--- src/rtl/seq_encoder8_3.sv ---
// seq_encoder8_3 -- sequential 8-to-3 encoder.
// Accepts an 8-bit request vector over a valid/ready handshake and emits one
// 3-bit code per set bit, in priority order, one beat per output handshake.
//
// Parameters
//   HIGH_FIRST  1: highest set index first; 0: lowest set index first
//   ZERO_BEAT   1: all-zero vector yields one beat with out_zero=1; 0: dropped
// Ports
//   clk        rising-edge clock
//   rst_n      synchronous active-low reset
//   en         block enable; low freezes state and hides out_valid/in_ready
//   in_valid   in_vec is valid
//   in_ready   block can accept a vector this cycle
//   in_vec     request vector; bit i maps to code i
//   out_valid  out_code/out_last/out_zero are valid
//   out_ready  consumer accepts the current beat
//   out_code   binary index of the current set bit
//   out_last   final beat for this vector
//   out_zero   beat reports an all-zero vector (out_code=0)
module seq_encoder8_3 #(
  parameter bit HIGH_FIRST = 1'b1,
  parameter bit ZERO_BEAT  = 1'b1
) (
  input  logic       clk,
  input  logic       rst_n,
  input  logic       en,
  input  logic       in_valid,
  output logic       in_ready,
  input  logic [7:0] in_vec,
  output logic       out_valid,
  input  logic       out_ready,
  output logic [2:0] out_code,
  output logic       out_last,
  output logic       out_zero
);

  typedef enum logic {IDLE, EMIT} state_t;

  state_t     state;
  logic [7:0] pend;     // bits still to be emitted
  logic       zero_q;   // current burst is the single all-zero beat

  logic [2:0] prio;
  logic       single;
  logic       emit;

  // Priority pick over pend. The loop's last match wins, so scanning upward
  // selects the highest set bit and scanning downward selects the lowest.
  always_comb begin
    prio = 3'd0;
    if (HIGH_FIRST) begin
      for (int i = 0; i < 8; i++)
        if (pend[i]) prio = 3'(i);
    end else begin
      for (int i = 7; i >= 0; i--)
        if (pend[i]) prio = 3'(i);
    end
  end

  // Exactly one bit left: pend nonzero and clearing its lowest bit empties it.
  assign single = (pend != 8'd0) && ((pend & (pend - 8'd1)) == 8'd0);

  // Outputs depend only on registered state; rst_n gating keeps them at zero
  // for the whole time reset is asserted, not just after the first edge.
  assign emit      = rst_n && (state == EMIT);
  assign in_ready  = rst_n && en && (state == IDLE);
  assign out_valid = emit && en;
  assign out_code  = emit ? prio : 3'd0;
  assign out_last  = emit && (single || zero_q);
  assign out_zero  = emit && zero_q;

  always_ff @(posedge clk) begin
    if (!rst_n) begin
      state  <= IDLE;
      pend   <= 8'd0;
      zero_q <= 1'b0;
    end else begin
      unique case (state)
        IDLE: begin
          if (in_valid && in_ready) begin
            pend   <= in_vec;
            zero_q <= (in_vec == 8'd0);
            // A zero vector without ZERO_BEAT is consumed with no beat.
            if ((in_vec != 8'd0) || ZERO_BEAT) state <= EMIT;
          end
        end
        EMIT: begin
          if (out_valid && out_ready) begin
            pend <= pend & ~(8'd1 << prio);
            if (out_last) begin
              state  <= IDLE;
              zero_q <= 1'b0;
            end
          end
        end
        default: state <= IDLE;
      endcase
    end
  end

endmodule

--- config.mk ---
export PLATFORM = sky130hd
export DESIGN_NAME = seq_encoder8_3
export DESIGN_NICKNAME = d
export VERILOG_FILES = /design/src/rtl/seq_encoder8_3.sv
export SDC_FILE = /design/constraint.sdc
export NUM_CORES = 1
export LEC_CHECK = 0
export BUFFER_PORTS_ARGS = -buffer_cell sky130_fd_sc_hd__clkbuf_2
export CORE_ASPECT_RATIO = 1.25
export CORE_MARGIN = 2
export CORE_UTILIZATION = 30
export DETAILED_ROUTE_END_ITERATION = 10
export GPL_ROUTABILITY_DRIVEN = 0
export GPL_TIMING_DRIVEN = 0
export SYNTH_ARGS = -nofsm -noshare
export SYNTH_HDL_FRONTEND = slang
export SYNTH_SLANG_ARGS = --single-unit
export TNS_END_PERCENT = 20
--- constraint.sdc ---
create_clock -name clk -period 1.97 [get_ports clk]
set_input_delay 0.0985 -clock clk [delete_from_list [all_inputs] [get_ports clk]]
set_output_delay 0.0985 -clock clk [all_outputs]
set_load 0.01 [all_outputs]
* Word-level counts from Yosys, hierarchy flattened
Cells that the tools add are included.
** Cells by class
- Add/sub/neg operators :: 1
- Equality and inequality tests :: 3
- Shift-type cells :: 1
- Muxes and demuxes :: 19
- Bitwise gates (word level) :: 4
- Reductions and logical operators :: 15
** Operators with widths (count)
- $mux 3 :: 6
- $and 8x8->8 :: 2
- $logic_not 8->1 :: 2
- $mux 8 :: 2
- $pmux 8 s2 :: 1
- $logic_and 1x1->1 :: 9
- $not 8->8 :: 1
- $reduce_bool 8->1 :: 1
- $shl 1x3->8 const A :: 1
- $sub 8x1->8 const B :: 1
- $mux 1 :: 7
- $ne 2x1->1 const B :: 2
- $pmux 1 s2 :: 2
- $reduce_and 3->1 :: 1
- $mux 2 :: 1
- $ne 2x2->1 const B :: 1
- $reduce_and 2->1 :: 1
- $logic_or 1x1->1 :: 1
- $not 1->1 :: 1
** Storage, ports and cells
- Bits in registers :: 10
- Bits of input ports :: 13
- Logic and storage cells :: 46

* Logic depth before layout (Yosys ltp)
Gate-level depths: netlist (run 1).
- Depth in word-level cells :: 12
- Depth in mapped cells :: 5
- Gate-level depth less buffers :: 4

* Worst setup path before layout (run 1)
Ideal clock, no wire load.
- Path type :: reg2reg
- From :: register pend[2]
- To :: register state
- Library setup time :: 0.120 ns
- Arrival time :: 1.468 ns
- Slack :: 0.383 ns
- Cell stages (with the launch flop) :: 6
- Path buffers :: 1
- Cells stage by stage :: dfxtp_1 -> buf_6 -> or4_4 -> o32ai_2 -> o211ai_1 -> a211o_1
** Between the ends
- Word-level cells in the longest chain between the ends :: 9
- Elaborated cells on any way between the ends :: 10
- Those cells by class :: 1 x add/sub; 3 x mux; 1 x bitwise; 5 x reduce/logical
** RTL lines
- start: declaration :: line 40 : logic [7:0] pend;
- start signal: assignment :: line 81 : pend <= in_vec;
- start signal: assignment :: line 89 : pend <= pend & ~(8'd1 << prio);
- $sub 8x1->8 :: line 61 : assign single = (pend != 8'd0) && ((pend & (pend - 8'd1)) == 8'd0);
- $and 8x8->8 :: line 61
- $logic_not 8->1 :: line 61
- $logic_and 1x1->1 (*) :: line 61
- $logic_or 1x1->1 (*) :: line 69 : assign out_last = emit && (single || zero_q);
- $logic_and 1x1->1 (*) :: line 69
- $mux 1 (*) :: line 90 : if (out_last) begin
- $mux 1 (*) :: line 88 : if (out_valid && out_ready) begin
- $pmux 1 s2 (*) :: line 78 : unique case (state)
- end signal: assignment :: line 74 : state <= IDLE;
- end signal: assignment :: line 84 : if ((in_vec != 8'd0) || ZERO_BEAT) state <= EMIT;
- end signal: assignment :: line 91 : state <= IDLE;
- end: declaration :: line 39 : state_t state;
Mark *: on every way between the ends. The rest lies on a longest branch, timed or not.
A chain may end at the register's enable or synchronous reset.

* Worst setup path in the final report (run 1)
- From :: register pend[6]
- To :: output out_last
** Between the ends
- Word-level cells in the longest chain between the ends :: 6
- Elaborated cells on any way between the ends :: 7
- Those cells by class :: 1 x add/sub; 1 x bitwise; 5 x reduce/logical
** RTL lines
- $sub 8x1->8 :: line 61
- $and 8x8->8 :: line 61
- $logic_not 8->1 :: line 61
- $logic_and 1x1->1 (*) :: line 61
- $logic_or 1x1->1 (*) :: line 69
- $logic_and 1x1->1 (*) :: line 69
- end: declaration :: line 33 : output logic out_last,
Marks and branches as above.

==> results.py, run 1 <==
metrics = {
    "sta": {
        "setup_ws_ps": 19.35,
        "fin_crit_sh_pct": 99.02,
        "holdWs_ps": 57.22,
        "tns_ps": 0,
        "slew_viol_final": 0,
        "worst_pin_slew_ps": 481.4,
        "setup_violations": 0,
        "fin_crit_ps": 1951,
        "max_freq_mhz": 512.7,
        "hold_viol": 0,
        "relSlewSlack_pct": 67.77,
        "rsz0062_at_grt": "yes",
        "finClkSkew_ps": 8.105,
    },
    "setup_path": {
        "startpoint_type": "register",
        "cp.required_ps": 1870,
        "cp_max_fo": 8,
        "crit_type": "reg -> out",
        "end_kind": "primary output",
        "cp_data_arrival_time_ps": 1850,
    },
    "yosys": {
        "netlist.area_leader.share_pct": 27.40,
        "synth_edf_count": 0,
        "avgSynthCellArea_um2": 8.119,
        "ys_seq_elements": 10,
        "yosysUniqueCellTypes": 38,
        "synth.yosys.seq_area_share_pct": 27.40,
        "synth_top_flop_cell": "dfxtp_1",
        "syn-num-nets": 103,
        "ys_async_sr_fraction_pct": 0,
        "syn-cell-area_um2": 730.7,
        "synth.area.top_cells": "dfxtp_1, a21oi_1, nand2_1",
        "netlist_instances": 90,
        "synth_warnings": 0,
        "yosys.area.top_type": "dfxtp_1",
    },
    "detailed_routing": {
        "antenna_left": 0,
        "drt_iter0_drc": 9,
        "wl_per_cell_um": 12.54,
        "route.detailed.drc": 0,
        "drtPass1Iterations": 4,
        "drt_wl_total_um": 1843,
        "routed_via_density": 5.238,
        "vias": 770,
    },
    "placement": {
        "portBuffers": 19,
        "dp.final_hpwl_um": 1449,
        "place_ws_ps": 306.6,
        "dp_cells": 142,
    },
    "global_route": {
        "grt_pass1_wl_um": 3029,
        "grt_pass1_vias": 713,
        "overflow": 0,
        "antenna_found_initial": 0,
        "grt_max_degree": 11,
        "grt_usage_pct": 14.29,
    },
    "finish": {
        "final_common_cell": "clkbuf_2",
        "diodes": 0,
        "nets": 128,
        "fill_cells": 265,
        "drive_gt1_share_pct": 32.46,
        "fin_cells": 147,
        "area_delta_synth_final_pct": 24.83,
        "layout_common_cells": "clkbuf_2, nand2_1, a21oi_1, dfxtp_1, nor2_1",
    },
    "clock_network": {
        "htree_levels": 1,
        "cts.sinks": 10,
        "cts_buffers": 3,
        "clk_latency_ps": 270,
        "cts_hold_buf": 0,
        "cts_buffer_depth": 2,
        "cts_tree": "yes",
        "path_clk_slew_ps": 80,
        "cts-root-buf": "clkbuf_4",
    },
    "die": {
        "rows": 20,
        "initial_utilization_pct": 30.74,
        "design.core.area_um2": 2377,
        "die_x_um": 48.14,
        "dieArea_um2": 2849,
        "io_pins": 20,
        "die_h_um": 59.18,
    },
    "power_and_ir_drop": {
        "p_per_area_nw_per_um2": 839.9,
        "ir_drop_mv": 0.3868,
        "leakage_nw": 0.3753,
    },
    "run_status": {
        "status": "complete, no violations",
    },
    "run": {
        "cap_violations": 0,
    },
    "min_path": {
        "holdCritPathClass": "in -> reg",
    },
}
[power by group]
| part | switching [mW] | internal [mW] |
|---|---|---|
| clock | 0.0799 | 0.112 |
| combinational | 0.174 | 0.159 |
| sequential | 0.0178 | 0.223 |
| total | 0.272 | 0.494 |
[kinds of logic (layout without fill, tap and decap cells)]
| logic type | count (synthesis) | count (layout) | synth area share [%] |
|---|---|---|---|
| AO/OA/AOI/OAI | 36 | 36 | 35.79 |
| AND/OR/NAND/NOR | 35 | 35 | 27.91 |
| multiplexers | 1 | 1 | 1.370 |
| flip-flops | 10 | 10 | 27.40 |
| buffers and inverters | 8 | 32 | 7.534 |
[critical path: stages, from the launching register on]
cell and delay (ps):
dfxtp_1 400, or4_4 590, o211a_1 280, nor2_1 100, o21bai_1 80, buf_2 140
[per-stage QoR]
step | utilization, % | power, mW | instance area (um^2)
after global routing | 38.37 | 0.8143 | 912.1
after detailed placement | 36.47 | 0.5672 | 867.1
after floorplan | - | 0.4892 | 730.7
final | 38.37 | 0.7661 | 912.1
after global placement | 36.47 | 0.5627 | 867.1
after CTS | 38.00 | 0.7569 | 903.4
[cells in the mapped netlist (2+ instances only)]
| library cell | instances |
|---|---|
| a211oi_1 | 2 |
| a21boi_0 | 2 |
| a21oi_1 | 9 |
| and3_1 | 3 |
| buf_6 | 2 |
| dfxtp_1 | 10 |
| inv_1 | 3 |
| nand2_1 | 9 |
| nor2_1 | 8 |
| nor2b_1 | 4 |
| nor4_1 | 2 |
| o211ai_1 | 2 |
| o21ai_0 | 6 |
| o21bai_1 | 2 |
| o41ai_1 | 2 |
| or4_4 | 2 |
[path summary, 6_finish.rpt]
path / from / end / slack [ps] / cells past startpoint
hold / removal: in_vec[5] / pend[5] / 60 / 3
hold reg to reg: pend[1] / pend[1] / 550 / 2
setup reg to reg: pend[2] / state / 180 / 6
setup / recovery: pend[6] / out_last / 20 / 5
[final cells by class]
class                      instances  area (um^2)  share of cell area [%]
multi-input combinational         72        475.5                   52.13
tap                               33        41.29                   4.527
timing repair buffer              20        102.6                   11.25
inverter                           3        11.26                   1.235
sequential                        10        201.4                   22.09
clock buffer                       4        36.28                   3.978
buffer                             5        43.79                   4.801
[repair_timing]
item,in CTS,in global routing
buffers inserted,0,1
endpoints found under the setup margin,0,1
hold endpoints to repair,0,0
resized for setup,0,2
[state kept, by name, summed over array words and instances (netlist names)]
register,flops
state,1
pend,8
zero_q,1
[layer usage]
metal  up-vias  part of all wire (%)  track usage [%]
met3         4                   1.7            1.220
met2        16                    49            22.93
li1        387                     -                -
met1       363                    47            18.81
met4         0                   2.3            6.178
met5         -                     0                0
No activity file was read; power rests on OpenSTA's default activity.
==> run 2, diff against run 1 <==
- SETUP_SLACK_MARGIN: unset -> 0.2
==> results.py, run 2 (synthesis results as in run 1) <==
metrics = {
    "clock_network": {
        "cts_tree": "yes",
        "cts-root-buf": "clkbuf_4",
        "cts.sinks": 10,
        "cts_hold_buf": 0,
        "path_clk_slew_ps": 80,
        "clk_latency_ps": 270,
        "cts_buffers": 3,
        "htree_levels": 1,
        "cts_buffer_depth": 2,
    },
    "setup_path": {
        "cp_data_arrival_time_ps": 1860,
        "startpoint_type": "register",
        "path_delay_family": "simple AND/OR/NAND/NOR gates",
        "end_kind": "primary output",
        "critPathSlowestCell": "or4_4",
        "cp_max_fo": 8,
        "worst-path-buf-inv": 1,
        "max_stage_delay_ps": 590,
        "cp.required_ps": 1870,
        "crit_chain": "or4_4, o211a_1, nor2_1, o21bai_1, buf_2",
        "crit_type": "reg -> out",
    },
    "power_and_ir_drop": {
        "p_clk_share_pct": 25.0,
        "swShare_pct": 35.42,
        "seqPwrFrac_pct": 31.4,
        "ir_drop_mv": 0.3861,
        "switching_power_mw": 0.2708,
        "leakage_nw": 0.3753,
        "p_per_area_nw_per_um2": 838.3,
        "pwr-share-comb_pct": 43.6,
        "p_int_mw": 0.4938,
    },
    "sta": {
        "fin_crit_ps": 1956,
        "setup_violations": 0,
        "hold_viol": 0,
        "max_freq_mhz": 511.2,
        "finClkSkew_ps": 7.229,
        "rsz0062_at_grt": "yes",
        "fin_crit_sh_pct": 99.29,
        "worst_pin_slew_ps": 481.4,
        "holdWs_ps": 58.38,
        "relSlewSlack_pct": 67.77,
        "slew_viol_final": 0,
        "setup_ws_ps": 13.99,
        "tns_ps": 0,
    },
    "die": {
        "rows": 20,
        "die_h_um": 59.18,
        "design.core.area_um2": 2377,
        "die_x_um": 48.14,
        "dieArea_um2": 2849,
        "initial_utilization_pct": 30.74,
        "io_pins": 20,
    },
    "placement": {
        "dp.final_hpwl_um": 1449,
        "place_ws_ps": 306.6,
        "dp_cells": 142,
        "portBuffers": 19,
    },
    "global_route": {
        "overflow": 0,
        "antenna_found_initial": 0,
        "grt_usage_pct": 14.29,
        "grt_pass1_vias": 714,
        "grt_max_degree": 11,
        "grt_pass1_wl_um": 3029,
    },
    "finish": {
        "nets": 128,
        "regMostFlops": "pend",
        "final_common_cell": "clkbuf_2",
        "diodes": 0,
        "area_delta_synth_final_pct": 24.83,
        "layout_common_cells": "clkbuf_2, nand2_1, a21oi_1, dfxtp_1, nor2_1",
        "largest_reg_flops": 8,
        "drive_gt1_share_pct": 32.46,
        "fin_cells": 147,
        "largest_registers": "pend x8, state x1, zero_q x1",
        "fill_cells": 266,
    },
    "detailed_routing": {
        "route.detailed.drc": 0,
        "routed_via_density": 5.259,
        "wl_per_cell_um": 12.44,
        "antenna_left": 0,
        "drt_wl_total_um": 1829,
        "vias": 773,
        "drt_iter0_drc": 12,
        "drtPass1Iterations": 4,
    },
    "min_path": {
        "holdCritPathClass": "in -> reg",
    },
    "run_status": {
        "status": "complete, no violations",
    },
    "run": {
        "cap_violations": 0,
    },
}
## run 2: cell counts in the layout (fill, tap and decap cells not counted)
No cell type changed its count.
## run 2: timing repair
action / CTS / global route
pin swaps: 1 / 1
buffers inserted: 1 / 0
endpoints found under the setup margin: 1 / 2
resized for setup: 0 / 2
## run 2: cell type report
class / instances / area, um^2 / area share (%)
Clock buffer: 4 / 36.28 / 3.978
Multi-Input combinational cell: 72 / 475.5 / 52.13
Buffer: 5 / 43.79 / 4.801
Tap cell: 33 / 41.29 / 4.527
Inverter: 3 / 11.26 / 1.235
Timing Repair Buffer: 20 / 102.6 / 11.25
Sequential cell: 10 / 201.4 / 22.09
## run 2: worst reg2reg max path, cell delays in order, from the launching register on
cell and delay (ps):
dfxtp_1 310, buf_6 130, or4_4 500, o32ai_2 200, o211ai_1 150, buf_4 150
a211o_1 240
## run 2: worst paths after layout
kind	startpoint	endpoint	slack [ps]	cells past startpoint
worst max-delay path	pend[6]	out_last	10	5
worst min-delay path	in_vec[5]	pend[5]	60	3
worst max register to register	pend[2]	state	190	6
worst min register to register	pend[1]	pend[1]	550	2
## run 2: metrics by stage
step	instance area (um^2)	total power [mW]	util, %
finish	912.1	0.7647	38.37
detailed placement	867.1	0.5672	36.47
global route	912.1	0.8139	38.37
CTS	910.9	0.7654	38.32
global placement	867.1	0.5627	36.47
floorplan	730.7	0.4892	-
## run 2: power groups by stage
stage	clock network, mW	registers, mW	logic (mW)
CTS	0.193	0.239	0.333
global placement	0	0.243	0.319
floorplan	0	0.240	0.249
global route	0.203	0.243	0.368
detailed placement	0	0.245	0.323
finish	0.191	0.240	0.333
## run 2: routing by layer
layer	up-vias	wire length, um	track usage (%)
met2	16	909	22.93
met1	367	843	18.81
li1	386	-	-
met4	0	43	6.178
met3	4	32	1.220
met5	-	0	0
==> run 3, diff against run 2 <==
- clock period: 1.97 -> 1.7 ns (I/O delays scaled with it)
==> results.py, run 3 (synthesis results as in run 1) <==
metrics = {
    "min_path": {
        "holdCritPathClass": "in -> reg",
        "hold_start": "in_vec[1]",
        "holdPathEnd": "pend[1]",
        "holdPathStages": 3,
    },
    "sta": {
        "relSlewSlack_pct": 63.58,
        "setup_violations": 2,
        "slew_viol_final": 0,
        "hold_viol": 0,
        "finClkSkew_ps": 4.431,
        "fin_crit_sh_pct": 113.8,
        "rsz0062_at_grt": "yes",
        "setup_ws_ps": -234.5,
        "fin_crit_ps": 1934,
        "worst_pin_slew_ps": 541.3,
        "max_freq_mhz": 516.9,
        "tns_ps": -327.7,
    },
    "clock_network": {
        "path_clk_slew_ps": 70,
        "htree_levels": 1,
        "cts_buffer_depth": 2,
        "cts.sinks": 10,
        "cts_hold_buf": 0,
        "cts_tree": "yes",
        "cts_buffers": 3,
        "cts-root-buf": "clkbuf_4",
        "clk_latency_ps": 270,
    },
    "die": {
        "dieArea_um2": 2849,
        "initial_utilization_pct": 30.74,
        "io_pins": 20,
        "die_x_um": 48.14,
        "rows": 20,
        "design.core.area_um2": 2377,
        "die_h_um": 59.18,
    },
    "run_status": {
        "status": "finished, violations left",
        "violations": "negative setup slack",
    },
    "finish": {
        "drive_gt1_share_pct": 42.37,
        "nets": 132,
        "fill_cells": 264,
        "layout_common_cells": "clkbuf_2, a21oi_1, nor2_1, nand2_1, buf_4",
        "finalCoreUtilization_pct": 40.89,
        "final_common_cell": "clkbuf_2",
        "largest_registers": "pend x8, state x1, zero_q x1",
        "regMostFlops": "pend",
        "largest_reg_flops": 8,
        "diodes": 0,
        "area_delta_synth_final_pct": 33.05,
    },
    "setup_path": {
        "end_kind": "primary output",
        "startpoint_type": "register",
        "reg2regPathDepth": 6,
        "crit_path_start": "pend[2]",
        "max_stage_delay_ps": 500,
        "cp_max_fo": 5,
        "crit_type": "reg -> out",
        "crit_chain": "buf_6, or4_4, o32ai_2, o211ai_1, o21bai_1, buf_2",
        "cp.required_ps": 1620,
        "critPathSlowestCell": "or4_4",
        "rr_startpoint": "pend[2]",
        "ff2ff_setup_slack_ps": -90,
        "cp_data_arrival_time_ps": 1850,
        "timing.rr.end": "state",
    },
    "power_and_ir_drop": {
        "ir_drop_mv": 0.4173,
        "switching_power_mw": 0.3217,
        "p_int_mw": 0.5809,
        "p_per_area_nw_per_um2": 928.4,
        "seqPwrFrac_pct": 31.0,
        "fin_total_pwr_mw": 0.9026,
        "leakage_nw": 0.4050,
        "p_clk_share_pct": 24.3,
        "swShare_pct": 35.64,
        "pwr-share-comb_pct": 44.7,
    },
    "detailed_routing": {
        "drt_iter0_drc": 22,
        "routed_via_density": 5.152,
        "wl_per_cell_um": 12.01,
        "antenna_left": 0,
        "vias": 778,
        "drtPass1Iterations": 4,
        "route.detailed.drc": 0,
        "drt_wl_total_um": 1813,
    },
    "global_route": {
        "antenna_found_initial": 0,
        "grt_max_degree": 11,
        "overflow": 0,
        "grt_usage_pct": 15.24,
        "grt_pass1_wl_um": 3056,
        "grt_pass1_vias": 681,
    },
    "placement": {
        "dp.final_hpwl_um": 1372,
        "portBuffers": 19,
    },
    "run": {
        "cap_violations": 0,
    },
}
[run 3: final cells by class]
| class | instances | area (um^2) | area share, % |
|---|---|---|---|
| buffer | 5 | 38.79 | 3.990 |
| tap | 33 | 41.29 | 4.247 |
| inverter | 3 | 11.26 | 1.158 |
| timing repair buffer | 24 | 132.6 | 13.64 |
| clock buffer | 4 | 36.28 | 3.732 |
| multi-input combinational | 72 | 503.0 | 51.74 |
| sequential | 10 | 209.0 | 21.49 |
[run 3: power groups by stage]
stage	clock network, mW	registers (mW)	logic [mW]
after floorplan	0	0.278	0.289
after global placement	0	0.282	0.370
after detailed placement	0	0.283	0.372
final	0.219	0.280	0.403
after CTS	0.225	0.277	0.389
after global routing	0.240	0.283	0.445
[run 3: worst max path at each step]
stage	end	slack (ps)	depth (start not counted)
final	out_last	-230	6
after floorplan	state	120	5
after global placement	state	50	5
after CTS	out_last	-260	6
after detailed placement	state	30	5
after global routing	out_last	-340	6
[run 3: timing repair]
action / CTS / global route
gates resized for setup: 3 / 14
setup endpoints to repair: 7 / 10
hold endpoints to repair: 0 / 0
cloned: 0 / 0
pin swaps: 1 / 7
setup buffers: 1 / 4
[run 3: through the flow]
step / hold WS (ps) / instances / cell area (um^2) / setup WS, ps
final: 43.30 / 151 / 972.2 / -234.5
after detailed placement: 315.6 / 142 / 867.1 / 28.25
after floorplan: 193.6 / 90 / 730.7 / 115.4
after global routing: 43.15 / 151 / 972.2 / -341.0
after global placement: 311.6 / 142 / 867.1 / 53.33
after CTS: 39.08 / 147 / 915.9 / -257.1
[run 3: worst max-delay path: cells and delay by family (launching register included)]
family                 cells  cell delay, ps
buffers and inverters      2             250
and+or+nand+nor            1             500
AOI/OAI and AO/OA          3             510
DFF                        1             320
[run 3: metal layers]
metal	global-route usage, %	up-vias	share of wire (%)
met5	0	-	0
met4	10.81	0	3.1
met3	3.049	4	2.2
met2	22.37	14	48
met1	19.07	365	46
li1	-	395	-
